**src/rtl/mem_map_pkg.sv**
```systemverilog
// Address map, region/state types and the address decoder shared by the
// memory access sequencer and its testbench.
package mem_map_pkg;

  localparam logic [31:0] FLASH_BASE = 32'h0000_0000;
  localparam logic [31:0] FLASH_LAST = 32'h0FFF_FFFF;
  localparam logic [31:0] SRAM_BASE  = 32'h1000_0000;
  localparam logic [31:0] SRAM_LAST  = 32'h44E1_1FFF;

  typedef enum logic [1:0] {
    REG_FLASH,
    REG_SRAM,
    REG_NONE
  } region_e;

  typedef enum logic [1:0] {
    StIdle,
    StSetup,
    StAccess,
    StHold
  } state_e;

  // Offset-from-base compare: an address below the base wraps to a large
  // offset, so a single unsigned compare covers both bounds.
  function automatic region_e decode_region(input logic [31:0] addr);
    if ((addr - FLASH_BASE) <= (FLASH_LAST - FLASH_BASE)) return REG_FLASH;
    if ((addr - SRAM_BASE) <= (SRAM_LAST - SRAM_BASE)) return REG_SRAM;
    return REG_NONE;
  endfunction

endpackage

```
**src/rtl/mem_access_sequencer_if.sv**
```systemverilog
// Request, response and memory-pin bundle for mem_access_sequencer.
// master: requester/board side; slave: the sequencer itself.
interface mem_access_sequencer_if #(
  parameter int unsigned N  = 32,
  parameter int unsigned DW = 16
);
  logic          req0_valid;
  logic          req0_ready;
  logic [N-1:0]  req0_addr;
  logic          req0_we;
  logic [DW-1:0] req0_wdata;

  logic          req1_valid;
  logic          req1_ready;
  logic [N-1:0]  req1_addr;
  logic          req1_we;
  logic [DW-1:0] req1_wdata;

  logic          rsp_valid;
  logic          rsp_id;
  logic          rsp_err;
  logic [DW-1:0] rsp_rdata;

  logic [N-1:0]  mem_addr;
  logic [DW-1:0] mem_wdata;
  logic          mem_wdata_oe;
  logic [DW-1:0] mem_rdata;
  logic          CE;
  logic          OE;
  logic          WE;
  logic          WP;

  modport master (
    output req0_valid, req0_addr, req0_we, req0_wdata,
    output req1_valid, req1_addr, req1_we, req1_wdata,
    output mem_rdata,
    input  req0_ready, req1_ready,
    input  rsp_valid, rsp_id, rsp_err, rsp_rdata,
    input  mem_addr, mem_wdata, mem_wdata_oe, CE, OE, WE, WP
  );

  modport slave (
    input  req0_valid, req0_addr, req0_we, req0_wdata,
    input  req1_valid, req1_addr, req1_we, req1_wdata,
    input  mem_rdata,
    output req0_ready, req1_ready,
    output rsp_valid, rsp_id, rsp_err, rsp_rdata,
    output mem_addr, mem_wdata, mem_wdata_oe, CE, OE, WE, WP
  );

endinterface

```
**src/rtl/mem_rr_arbiter.sv**
```systemverilog
// Two-way round-robin arbiter. On a tie the requester not served last wins;
// last-served resets to 1 so requester 0 wins the first tie.
module mem_rr_arbiter (
  input  logic       clk,
  input  logic       nRESET,
  input  logic [1:0] i_req,
  input  logic       i_accept,
  output logic [1:0] o_gnt
);

  logic r_last;

  // Grant decode from pending requests and last-served requester.
  always_comb begin
    o_gnt = 2'b00;
    unique case (i_req)
      2'b01:   o_gnt = 2'b01;
      2'b10:   o_gnt = 2'b10;
      2'b11:   o_gnt = r_last ? 2'b01 : 2'b10;
      default: o_gnt = 2'b00;
    endcase
  end

  // Remember who was served when a grant is taken.
  always_ff @(posedge clk or negedge nRESET) begin
    if (!nRESET) begin
      r_last <= 1'b1;
    end else if (i_accept) begin
      r_last <= o_gnt[1];
    end
  end

endmodule

```
**src/rtl/mem_access_sequencer.sv**
```systemverilog
// Flash/SRAM bus-cycle sequencer for two round-robin requesters.
// Optional feature macro: FLASH_WRITE_GUARD_EN (adds flash_wr_unlock; locked
// Flash writes are rejected with rsp_err and no bus cycle).
module mem_access_sequencer
  import mem_map_pkg::*;
#(
  parameter int unsigned N             = 32,
  parameter int unsigned DW            = 16,
  parameter int unsigned CNT_W         = 4,
  parameter int unsigned SETUP_CYC     = 1,
  parameter int unsigned FLASH_ACC_CYC = 4,
  parameter int unsigned SRAM_ACC_CYC  = 2,
  parameter int unsigned HOLD_CYC      = 1
) (
  input logic                   clk,
  input logic                   nRESET,
`ifdef FLASH_WRITE_GUARD_EN
  input logic                   flash_wr_unlock,
`endif
  mem_access_sequencer_if.slave bus
);

  localparam logic [CNT_W-1:0] SETUP_LD = CNT_W'(SETUP_CYC - 1);
  localparam logic [CNT_W-1:0] FLASH_LD = CNT_W'(FLASH_ACC_CYC - 1);
  localparam logic [CNT_W-1:0] SRAM_LD  = CNT_W'(SRAM_ACC_CYC - 1);
  localparam logic [CNT_W-1:0] HOLD_LD  = CNT_W'(HOLD_CYC - 1);

  state_e            r_state, w_state_d;
  logic [CNT_W-1:0]  r_cnt, w_cnt_d;
  logic              r_id, r_we;
  region_e           r_region;

  logic              r_ce, r_oe, r_we_n, r_wp, r_wdoe;
  logic              r_rsp_valid, r_rsp_err, r_rsp_id;
  logic [DW-1:0]     r_rsp_rdata;
  logic [N-1:0]      r_mem_addr;
  logic [DW-1:0]     r_mem_wdata;

  logic [1:0]        w_gnt;
  logic              w_idle, w_hs, w_sel, w_sel_we, w_reject, w_hold_done, w_acc_last;
  logic [N-1:0]      w_sel_addr;
  logic [DW-1:0]     w_sel_wdata;
  region_e           w_sel_region;
  logic              w_we_d, w_flash_d, w_busy_d;
  logic              w_ce_d, w_oe_d, w_we_n_d, w_wp_d, w_wdoe_d;
  logic              w_rsp_valid_d, w_rsp_err_d, w_rsp_id_d;

  mem_rr_arbiter u_arb (
    .clk      (clk),
    .nRESET   (nRESET),
    .i_req    ({bus.req1_valid, bus.req0_valid}),
    .i_accept (w_hs),
    .o_gnt    (w_gnt)
  );

  assign w_idle       = (r_state == StIdle);
  assign w_hs         = w_idle & (|w_gnt);
  assign w_sel        = w_gnt[1];
  assign w_sel_addr   = w_sel ? bus.req1_addr : bus.req0_addr;
  assign w_sel_we     = w_sel ? bus.req1_we : bus.req0_we;
  assign w_sel_wdata  = w_sel ? bus.req1_wdata : bus.req0_wdata;
  assign w_sel_region = decode_region(32'(w_sel_addr));
  assign w_hold_done  = (r_state == StHold) & (r_cnt == '0);
  assign w_acc_last   = (r_state == StAccess) & (r_cnt == '0);

`ifdef FLASH_WRITE_GUARD_EN
  assign w_reject = (w_sel_region == REG_NONE) |
                    ((w_sel_region == REG_FLASH) & w_sel_we & ~flash_wr_unlock);
`else
  assign w_reject = (w_sel_region == REG_NONE);
`endif

  assign bus.req0_ready = w_idle & w_gnt[0];
  assign bus.req1_ready = w_idle & w_gnt[1];

  // FSM state register.
  always_ff @(posedge clk or negedge nRESET) begin
    if (!nRESET) begin
      r_state <= StIdle;
      r_cnt   <= '0;
    end else begin
      r_state <= w_state_d;
      r_cnt   <= w_cnt_d;
    end
  end

  // Next-state logic; rejected requests stay in IDLE.
  always_comb begin
    w_state_d = r_state;
    unique case (r_state)
      StIdle:   if (w_hs && !w_reject) w_state_d = StSetup;
      StSetup:  if (r_cnt == '0) w_state_d = StAccess;
      StAccess: if (r_cnt == '0) w_state_d = StHold;
      StHold:   if (r_cnt == '0) w_state_d = StIdle;
      default:  w_state_d = StIdle;
    endcase
  end

  // Wait-state counter: load (count-1) on state entry, count down to 0.
  always_comb begin
    w_cnt_d = r_cnt;
    if (w_state_d != r_state) begin
      unique case (w_state_d)
        StSetup:  w_cnt_d = SETUP_LD;
        StAccess: w_cnt_d = (r_region == REG_FLASH) ? FLASH_LD : SRAM_LD;
        StHold:   w_cnt_d = HOLD_LD;
        default:  w_cnt_d = '0;
      endcase
    end else if (r_cnt != '0) begin
      w_cnt_d = r_cnt - CNT_W'(1);
    end
  end

  // Output next-values from the next state; attributes come straight from the
  // granted request on the handshake cycle since the latches are not loaded yet.
  always_comb begin
    w_we_d        = w_hs ? w_sel_we : r_we;
    w_flash_d     = w_hs ? (w_sel_region == REG_FLASH) : (r_region == REG_FLASH);
    w_busy_d      = (w_state_d != StIdle);
    w_ce_d        = ~w_busy_d;
    w_oe_d        = ~((w_state_d == StAccess) & ~w_we_d);
    w_we_n_d      = ~((w_state_d == StAccess) & w_we_d);
    w_wp_d        = w_busy_d & w_we_d & w_flash_d;
    w_wdoe_d      = w_busy_d & w_we_d;
    w_rsp_valid_d = w_hold_done | (w_hs & w_reject);
    w_rsp_err_d   = w_hs & w_reject;
    w_rsp_id_d    = r_rsp_id;
    if (w_hs && w_reject) begin
      w_rsp_id_d = w_sel;
    end else if (w_hold_done) begin
      w_rsp_id_d = r_id;
    end
  end

  // Request latches, registered outputs and read-data capture.
  always_ff @(posedge clk or negedge nRESET) begin
    if (!nRESET) begin
      r_id        <= 1'b0;
      r_we        <= 1'b0;
      r_region    <= REG_NONE;
      r_ce        <= 1'b1;
      r_oe        <= 1'b1;
      r_we_n      <= 1'b1;
      r_wp        <= 1'b0;
      r_wdoe      <= 1'b0;
      r_rsp_valid <= 1'b0;
      r_rsp_err   <= 1'b0;
      r_rsp_id    <= 1'b0;
      r_rsp_rdata <= '0;
      r_mem_addr  <= '0;
      r_mem_wdata <= '0;
    end else begin
      if (w_hs) begin
        r_id     <= w_sel;
        r_we     <= w_sel_we;
        r_region <= w_sel_region;
        if (!w_reject) begin
          r_mem_addr  <= w_sel_addr;
          r_mem_wdata <= w_sel_wdata;
        end
      end
      if (w_acc_last && !r_we) begin
        r_rsp_rdata <= bus.mem_rdata;
      end
      r_ce        <= w_ce_d;
      r_oe        <= w_oe_d;
      r_we_n      <= w_we_n_d;
      r_wp        <= w_wp_d;
      r_wdoe      <= w_wdoe_d;
      r_rsp_valid <= w_rsp_valid_d;
      r_rsp_err   <= w_rsp_err_d;
      r_rsp_id    <= w_rsp_id_d;
    end
  end

  assign bus.CE           = r_ce;
  assign bus.OE           = r_oe;
  assign bus.WE           = r_we_n;
  assign bus.WP           = r_wp;
  assign bus.mem_wdata_oe = r_wdoe;
  assign bus.mem_addr     = r_mem_addr;
  assign bus.mem_wdata    = r_mem_wdata;
  assign bus.rsp_valid    = r_rsp_valid;
  assign bus.rsp_err      = r_rsp_err;
  assign bus.rsp_id       = r_rsp_id;
  assign bus.rsp_rdata    = r_rsp_rdata;

endmodule
```
**src/flat_wrapper.sv**
```systemverilog
// flat-port wrapper written by rule: the top's interface ports become plain ports
module mem_access_sequencer_flat import mem_map_pkg::*;
#(
  parameter int unsigned N             = 32,
  parameter int unsigned DW            = 16,
  parameter int unsigned CNT_W         = 4,
  parameter int unsigned SETUP_CYC     = 1,
  parameter int unsigned FLASH_ACC_CYC = 4,
  parameter int unsigned SRAM_ACC_CYC  = 2,
  parameter int unsigned HOLD_CYC      = 1
)
  (clk, nRESET, bus_req0_valid, bus_req0_addr, bus_req0_we, bus_req0_wdata, bus_req1_valid, bus_req1_addr, bus_req1_we, bus_req1_wdata, bus_mem_rdata, bus_req0_ready, bus_req1_ready, bus_rsp_valid, bus_rsp_id, bus_rsp_err, bus_rsp_rdata, bus_mem_addr, bus_mem_wdata, bus_mem_wdata_oe, bus_CE, bus_OE, bus_WE, bus_WP);
  mem_access_sequencer_if #(.N(N), .DW(DW)) bus_i ();
  input logic clk;
  input logic nRESET;
  input wire logic [$bits(bus_i.req0_valid)-1:0] bus_req0_valid;
  input wire logic [$bits(bus_i.req0_addr)-1:0] bus_req0_addr;
  input wire logic [$bits(bus_i.req0_we)-1:0] bus_req0_we;
  input wire logic [$bits(bus_i.req0_wdata)-1:0] bus_req0_wdata;
  input wire logic [$bits(bus_i.req1_valid)-1:0] bus_req1_valid;
  input wire logic [$bits(bus_i.req1_addr)-1:0] bus_req1_addr;
  input wire logic [$bits(bus_i.req1_we)-1:0] bus_req1_we;
  input wire logic [$bits(bus_i.req1_wdata)-1:0] bus_req1_wdata;
  input wire logic [$bits(bus_i.mem_rdata)-1:0] bus_mem_rdata;
  output wire logic [$bits(bus_i.req0_ready)-1:0] bus_req0_ready;
  output wire logic [$bits(bus_i.req1_ready)-1:0] bus_req1_ready;
  output wire logic [$bits(bus_i.rsp_valid)-1:0] bus_rsp_valid;
  output wire logic [$bits(bus_i.rsp_id)-1:0] bus_rsp_id;
  output wire logic [$bits(bus_i.rsp_err)-1:0] bus_rsp_err;
  output wire logic [$bits(bus_i.rsp_rdata)-1:0] bus_rsp_rdata;
  output wire logic [$bits(bus_i.mem_addr)-1:0] bus_mem_addr;
  output wire logic [$bits(bus_i.mem_wdata)-1:0] bus_mem_wdata;
  output wire logic [$bits(bus_i.mem_wdata_oe)-1:0] bus_mem_wdata_oe;
  output wire logic [$bits(bus_i.CE)-1:0] bus_CE;
  output wire logic [$bits(bus_i.OE)-1:0] bus_OE;
  output wire logic [$bits(bus_i.WE)-1:0] bus_WE;
  output wire logic [$bits(bus_i.WP)-1:0] bus_WP;
  assign bus_i.req0_valid = bus_req0_valid;
  assign bus_i.req0_addr = bus_req0_addr;
  assign bus_i.req0_we = bus_req0_we;
  assign bus_i.req0_wdata = bus_req0_wdata;
  assign bus_i.req1_valid = bus_req1_valid;
  assign bus_i.req1_addr = bus_req1_addr;
  assign bus_i.req1_we = bus_req1_we;
  assign bus_i.req1_wdata = bus_req1_wdata;
  assign bus_i.mem_rdata = bus_mem_rdata;
  assign bus_req0_ready = bus_i.req0_ready;
  assign bus_req1_ready = bus_i.req1_ready;
  assign bus_rsp_valid = bus_i.rsp_valid;
  assign bus_rsp_id = bus_i.rsp_id;
  assign bus_rsp_err = bus_i.rsp_err;
  assign bus_rsp_rdata = bus_i.rsp_rdata;
  assign bus_mem_addr = bus_i.mem_addr;
  assign bus_mem_wdata = bus_i.mem_wdata;
  assign bus_mem_wdata_oe = bus_i.mem_wdata_oe;
  assign bus_CE = bus_i.CE;
  assign bus_OE = bus_i.OE;
  assign bus_WE = bus_i.WE;
  assign bus_WP = bus_i.WP;
  mem_access_sequencer #(.N(N), .DW(DW), .CNT_W(CNT_W), .SETUP_CYC(SETUP_CYC), .FLASH_ACC_CYC(FLASH_ACC_CYC), .SRAM_ACC_CYC(SRAM_ACC_CYC), .HOLD_CYC(HOLD_CYC)) u_core (.clk(clk), .nRESET(nRESET), .bus(bus_i));
endmodule
```
**config.mk**
```make
export PLATFORM = sky130hd
export DESIGN_NAME = mem_access_sequencer_flat
export DESIGN_NICKNAME = d
export VERILOG_FILES = /design/src/rtl/mem_map_pkg.sv /design/src/rtl/mem_access_sequencer_if.sv /design/src/rtl/mem_rr_arbiter.sv /design/src/rtl/mem_access_sequencer.sv /design/src/flat_wrapper.sv
export SDC_FILE = /design/constraint.sdc
export NUM_CORES = 1
export LEC_CHECK = 0
export ABC_CLOCK_PERIOD_IN_PS = 3350
export CORE_UTILIZATION = 40
export DETAILED_ROUTE_END_ITERATION = 8
export GPL_TIMING_DRIVEN = 0
export PLACE_DENSITY = 0.75
export SLEW_MARGIN = 5
export SYNTH_ARGS = -nofsm -noshare
export SYNTH_HDL_FRONTEND = slang
export SYNTH_HIERARCHICAL = 1
export SYNTH_SLANG_ARGS = --single-unit
```
**constraint.sdc**
```tcl
create_clock -name clk -period 3.35 [get_ports clk]
set_input_delay 0.335 -clock clk [delete_from_list [all_inputs] [get_ports clk]]
set_output_delay 0.335 -clock clk [all_outputs]
set_load 0.02 [all_outputs]
```
==> summary.txt, run 1 <==
HPWL after detailed placement -> 8010 um
kind of start point of the critical path -> primary input
DR DRC count -> 0
Placed Area -> 6160 um^2
VDD IR max -> 367 uV
Worst Reg-to-Reg Cells -> 8
P per Cell Area -> 820 nW/um^2
most frequent cells in the layout -> clkdlybuf4s50_1 (190), mux2_2 (84), dfrtp_1 (78)
count of cell types in the netlist -> 52
Max-cap violations -> 0
main flop type after synthesis -> dfrtp_1
area grow syn2layout -> 57.3%
clk_lat worst skew -> 340 ps
Net count, final -> 623
first-pass GRT wire length -> 16100 um
fill count -> 819
Top Ports -> 192
Syn Std Cell Area -> 4070 um^2
post-route setup slack -> 271 ps
GRT overflow -> 0
RSZ-0062 raised after global routing -> no
share of layout cells above drive strength 1 -> 28.3%
Antenna Violating Nets Remaining -> 0
CP Capture Type -> output port
final worst path period need -> 3080 ps
Clock Pin Slew Worst Setup and Hold Paths -> 80 ps
vias in the first global route -> 3300
reg2reg setup slack -> 370 ps
Critical R2R Capture -> u_core/bus.mem_addr[29]$_DFFE_PN0P_
Mapped Cells -> 301
RD Place Congestion -> 0.797
status -> finished, final reports clean
syn_area_per_cell -> 13.5 um^2
CTS Buf Count -> 9
Max Slew Vio Count -> 0
Hold Path Origin -> u_core/r_we$_DFF_PN0_
Leakage Power -> 2.71 nW
IO buf count -> 191
All-Layer GR Usage -> 20.1%
Hold Path Stages -> 1
Pwr Total -> 5.25 mW
Arr. time, crit path -> 2740 ps
H-tree levels -> 3
Finished Cell Area -> 6400 um^2
#FFs+latches synth -> 83
final hold viol count -> 0
setup violators final -> 0
Place WS -> -483 ps
die height -> 103 um
Worst Hold End -> u_core/bus.WE$_DFF_PN1_
leading cell type in the layout, fill and taps excluded -> clkdlybuf4s50_1
CTS tree -> yes
slew margin rel. -> 60.7%
num rows -> 36
Vias/cell -> 4.87
Antenna Cells -> 0
worst setup path class -> primary input to output port
Worst Path Required -> 3010 ps
Crit Path Max Fanout -> 19
Die ar. -> 10600 um^2
largest net degree at the start of global routing -> 44
Max Clk Rate -> 325 MHz
Hold WC Path Type -> flop to flop
R2R Path Start -> u_core/u_arb/r_last$_DFFE_PN1P_
Avg WL per Cell -> 16.1 um
Tcrit/Tclk final -> 91.9%
Seq/Total Area, Yosys -> 51.2%
1st-iter DRT viols -> 59
Synth async-reset ratio -> 100%
skew final -> 13.4 ps
number of synthesized flops with an enable pin -> 0
total wire length -> 10300 um
initial antenna violation count -> 0
Initial Utilization -> 41.4%
vias post-DR -> 3124
drt pass-1 iters -> 4
Clock Sinks -> 83
CTS root buffer -> clkbuf_8
syn_nets -> 420
Die X -> 103 um
core area -> 9820 um^2
Max Root-Sink Buffers -> 2
worst slew pin tran -> 573 ps
Synth Warn # -> 6
## per-stage QoR
step	utilization (%)	hold WS, ps	TNS, ps	std cells
after global placement	62.6	428	-81350	625
after floorplan	-	39.4	0	301
after detailed placement	62.8	358	-780	626
final	65.2	444	0	642
after CTS	65.2	446	0	642
after global routing	65.2	479	0	642
## Yosys cell counts, types with 3 or more instances
library cell	count	area, um^2
mux2_4	22	330
dfrtp_1	78	1950
inv_1	7	26.3
nand3_1	4	20.0
a31oi_1	3	18.8
nor2_1	7	26.3
nand2b_1	5	31.3
buf_6	4	45.0
a21boi_0	4	30.0
clkbuf_1	7	26.3
a21oi_1	4	20.0
mux2_2	84	946
nor3_1	3	15.0
o21ai_0	6	30.0
dfstp_2	5	131
nand2_1	13	48.8
## worst max-delay path, cell delays in order
cell	delay, ps
clkdlybuf4s50_1	470
a21boi_2	350
clkbuf_4	410
clkbuf_2	330
nand2_1	160
inv_1	80
clkdlybuf4s50_1	600
## final cells by class
cell class | count | area (um^2) | share of cell area [%]
Sequential cell | 83 | 2080 | 32.5
Timing Repair Buffer | 193 | 1940 | 30.3
Multi-Input combinational cell | 197 | 1870 | 29.3
Tap cell | 133 | 166 | 2.60
Clock buffer | 11 | 141 | 2.21
Clock inverter | 5 | 85.1 | 1.33
Buffer | 13 | 85.1 | 1.33
Inverter | 7 | 26.3 | 0.410
## flip-flops by register name (all words and copies together) (netlist names)
signal / count
u_core/bus.CE: 1
u_core/bus.OE: 1
u_core/bus.WE: 1
u_core/bus.WP: 1
u_core/bus.mem_addr: 32
u_core/bus.mem_wdata: 16
u_core/bus.mem_wdata_oe: 1
u_core/bus.rsp_err: 1
u_core/bus.rsp_id: 1
u_core/bus.rsp_rdata: 16
u_core/bus.rsp_valid: 1
u_core/r_cnt: 4
u_core/r_id: 1
u_core/r_region: 2
u_core/r_state: 2
u_core/r_we: 1
u_core/u_arb/r_last: 1
## power by group
group          total [mW]  switching, mW  internal, mW
clock network       0.804          0.359         0.445
logic                2.70           1.22          1.48
registers            1.74          0.245          1.50
total                5.25           1.83          3.42
## routing by layer
layer	vias up	share of wire (%)	global-route usage, %
met5	-	0	0
met4	0	1.2	5.85
met3	12	7.4	5.56
met2	107	52	36.4
met1	1511	40	23.1
li1	1494	-	-
## timing repair
action | in CTS | in global routing
hold buffers | 1 | 0
buffers inserted | 0 | 0
endpoints found under the setup margin | 1 | 1
endpoints found under the hold margin | 40 | 0
resized for setup | 1 | 1
## logic make-up after synthesis
family                   count (synthesis)  synth area share (%)
AO/OA/AOI/OAI                           35                  6.15
buffers and inverters                   21                  2.74
multiplexers                           110                  32.4
AND/OR/NAND/NOR                         50                  6.98
adder cells (fa/ha/maj)                  1                 0.307
XOR/XNOR                                 1                 0.215
flip-flops                              83                  51.2
## worst max path at each step
| stage | slack, ps | end | cells after the start | from |
|---|---|---|---|---|
| after floorplan | 940 | u_core/bus.mem_addr[29]$_DFFE_PN0P_ | 8 | u_core/u_arb/r_last$_DFFE_PN1P_ |
| after global placement | -1040 | u_core/bus.rsp_rdata[0]$_DFFE_PN0P_ | 1 | nRESET |
| after detailed placement | -480 | bus_req1_ready | 8 | bus_req1_valid |
| after CTS | 170 | bus_req1_ready | 7 | bus_req1_valid |
| after global routing | 120 | bus_req1_ready | 7 | bus_req1_valid |
| final | 270 | bus_req1_ready | 7 | bus_req1_valid |
Power figures use the tool's default switching activity.
==> inputs of run 2 (changes only) <==
- DONT_BUFFER_PORTS: not set -> 1
- PLACE_DENSITY: 0.75 -> 0.5
==> summary.txt, run 2 (synthesis results as in run 1) <==
worst slew pin tran -> 589 ps
GRT overflow -> 0
CP max-delay cell -> a2111oi_2
Power Internal -> 2.44 mW
drt pass-1 iters -> 4
Clk network pwr share -> 16.2%
clk_lat worst skew -> 360 ps
total wire length -> 8890 um
CTS root buffer -> clkbuf_8
Max Slew Vio Count -> 0
final worst path period need -> 3050 ps
Placed Area -> 4240 um^2
leading cell type in the layout, fill and taps excluded -> mux2_2
first-pass GRT wire length -> 13300 um
status -> finished, final reports clean
worst setup path class -> flop to flop
Psw -> 1.73 mW
Net count, final -> 432
Comb pwr share -> 27.3%
HPWL after detailed placement -> 6520 um
Hold WC Path Type -> primary input to flop
Top delay family on crit path -> compound AO/OA/AOI/OAI gates
P per Cell Area -> 937 nW/um^2
IO buf count -> 0
Clock Sinks -> 83
share of power burned in registers -> 56.5%
fill count -> 943
buffers and inverters on the worst path -> 2
slew margin rel. -> 59.6%
Crit Path Max Fanout -> 19
Antenna Cells -> 0
Initial Utilization -> 41.4%
CP Capture Type -> flop
post-route setup slack -> 302 ps
multi-input logic area -> 1870 um^2
H-tree levels -> 3
setup_tns -> 0 ps
most frequent cells in the layout -> mux2_2 (84), dfrtp_1 (78), mux2_4 (22)
Die X -> 103 um
CTS Buf Count -> 9
Place WS -> 235 ps
final hold viol count -> 0
switching power share of the total -> 41.5%
DR DRC count -> 0
largest net degree at the start of global routing -> 84
Worst Path Required -> 3600 ps
skew final -> 10.8 ps
critical path's largest stage delay -> 560 ps
area grow syn2layout -> 9.47%
Clock Pin Slew Worst Setup and Hold Paths -> 100 ps
initial antenna violation count -> 0
Antenna Violating Nets Remaining -> 0
Top Ports -> 192
num rows -> 36
Max Root-Sink Buffers -> 2
CTS tree -> yes
RD Place Congestion -> 0.747
share of layout cells above drive strength 1 -> 45.0%
Die ar. -> 10600 um^2
max FFs per register -> 32
1st-iter DRT viols -> 42
Avg WL per Cell -> 19.7 um
vias in the first global route -> 2579
kind of start point of the critical path -> flop
Finished Cell Area -> 4450 um^2
post-CTS setup buffer count -> 0
Tcrit/Tclk final -> 91.0%
All-Layer GR Usage -> 17.0%
Leakage Power -> 1.94 nW
Max-cap violations -> 0
register area -> 2080 um^2
core area -> 9820 um^2
Arr. time, crit path -> 3300 ps
vias post-DR -> 2416
Max Clk Rate -> 328 MHz
Vias/cell -> 5.36
reg2reg setup slack -> 300 ps
RSZ-0062 raised after global routing -> no
setup violators final -> 0
die height -> 103 um
VDD IR max -> 348 uV
final hold slack -> 121 ps
crit-path cells -> a21boi_2, clkbuf_4, nand4_1, a2111oi_2, o21ai_2, nand3_4, buf_2, mux2_4
run 2: cell types whose count changed in the layout (fill, tap and decap cells not counted), sizes merged:
cell / previous run / this run
buf: 7 / 6
clkinvlp: 1 / 2
bufinv: 2 / 0
clkinv: 1 / 2
clkbuf: 19 / 17
clkdlybuf4s50: 190 / 0
inv: 8 / 10
run 2: per-stage QoR:
step           utilization (%)  std cells  total power, mW
2_1_floorplan                -        301             3.22
3_3_place_gp              43.1        434             3.49
3_5_place_dp              43.1        434             3.52
4_1_cts                   45.3        451             4.23
5_1_grt                   45.4        451             4.46
6_report                  45.4        451             4.17
run 2: final cells by class:
type	count	area share [%]
buffer	13	1.88
sequential	83	46.8
tap	133	3.74
inverter	7	0.590
clock buffer	9	2.78
timing repair buffer	2	0.843
multi-input combinational	197	42.1
clock inverter	7	1.32
run 2: worst register-to-register path: cells and delay by family, from the launching register on:
kind            cells  cell delay (ps)
buf+inv             2              730
mux                 1              320
simple gates        2              390
compound gates      3             1120
flops               1              390
run 2: routing by layer:
| layer | GRT usage (%) | share of wire (%) |
|---|---|---|
| met1 | 21.6 | 42 |
| met2 | 27.0 | 48 |
| met5 | 0 | 0 |
| met3 | 5.63 | 8.6 |
| met4 | 6.28 | 1.4 |
run 2: repair_timing:
action / CTS / global route
endpoints found under the setup margin: 1 / 1
hold buffers: 2 / 0
endpoints found under the hold margin: 83 / 0
gates resized for setup: 0 / 1
run 2: power groups by stage:
stage	sequential [mW]	clock [mW]	combinational [mW]
after floorplan	2.26	0	0.964
after global placement	2.39	0	1.10
after detailed placement	2.38	0	1.13
after CTS	2.37	0.708	1.15
after global routing	2.43	0.760	1.27
final	2.36	0.677	1.14
run 2: worst paths after layout:
| kind | startpoint | endpoint | depth (start not counted) |
|---|---|---|---|
| max in group asynchronous | nRESET | u_core/r_region[1]$_DFFE_PN1P_ | 2 |
| max | u_core/u_arb/r_last$_DFFE_PN1P_ | u_core/bus.mem_addr[29]$_DFFE_PN0P_ | 8 |
| max reg2reg | u_core/u_arb/r_last$_DFFE_PN1P_ | u_core/bus.mem_addr[29]$_DFFE_PN0P_ | 8 |
| min | bus_mem_rdata[2] | u_core/bus.rsp_rdata[2]$_DFFE_PN0P_ | 1 |
| min reg2reg | u_core/r_we$_DFF_PN0_ | u_core/bus.WE$_DFF_PN1_ | 1 |
| min in group asynchronous | nRESET | u_core/bus.mem_addr[31]$_DFFE_PN0P_ | 2 |
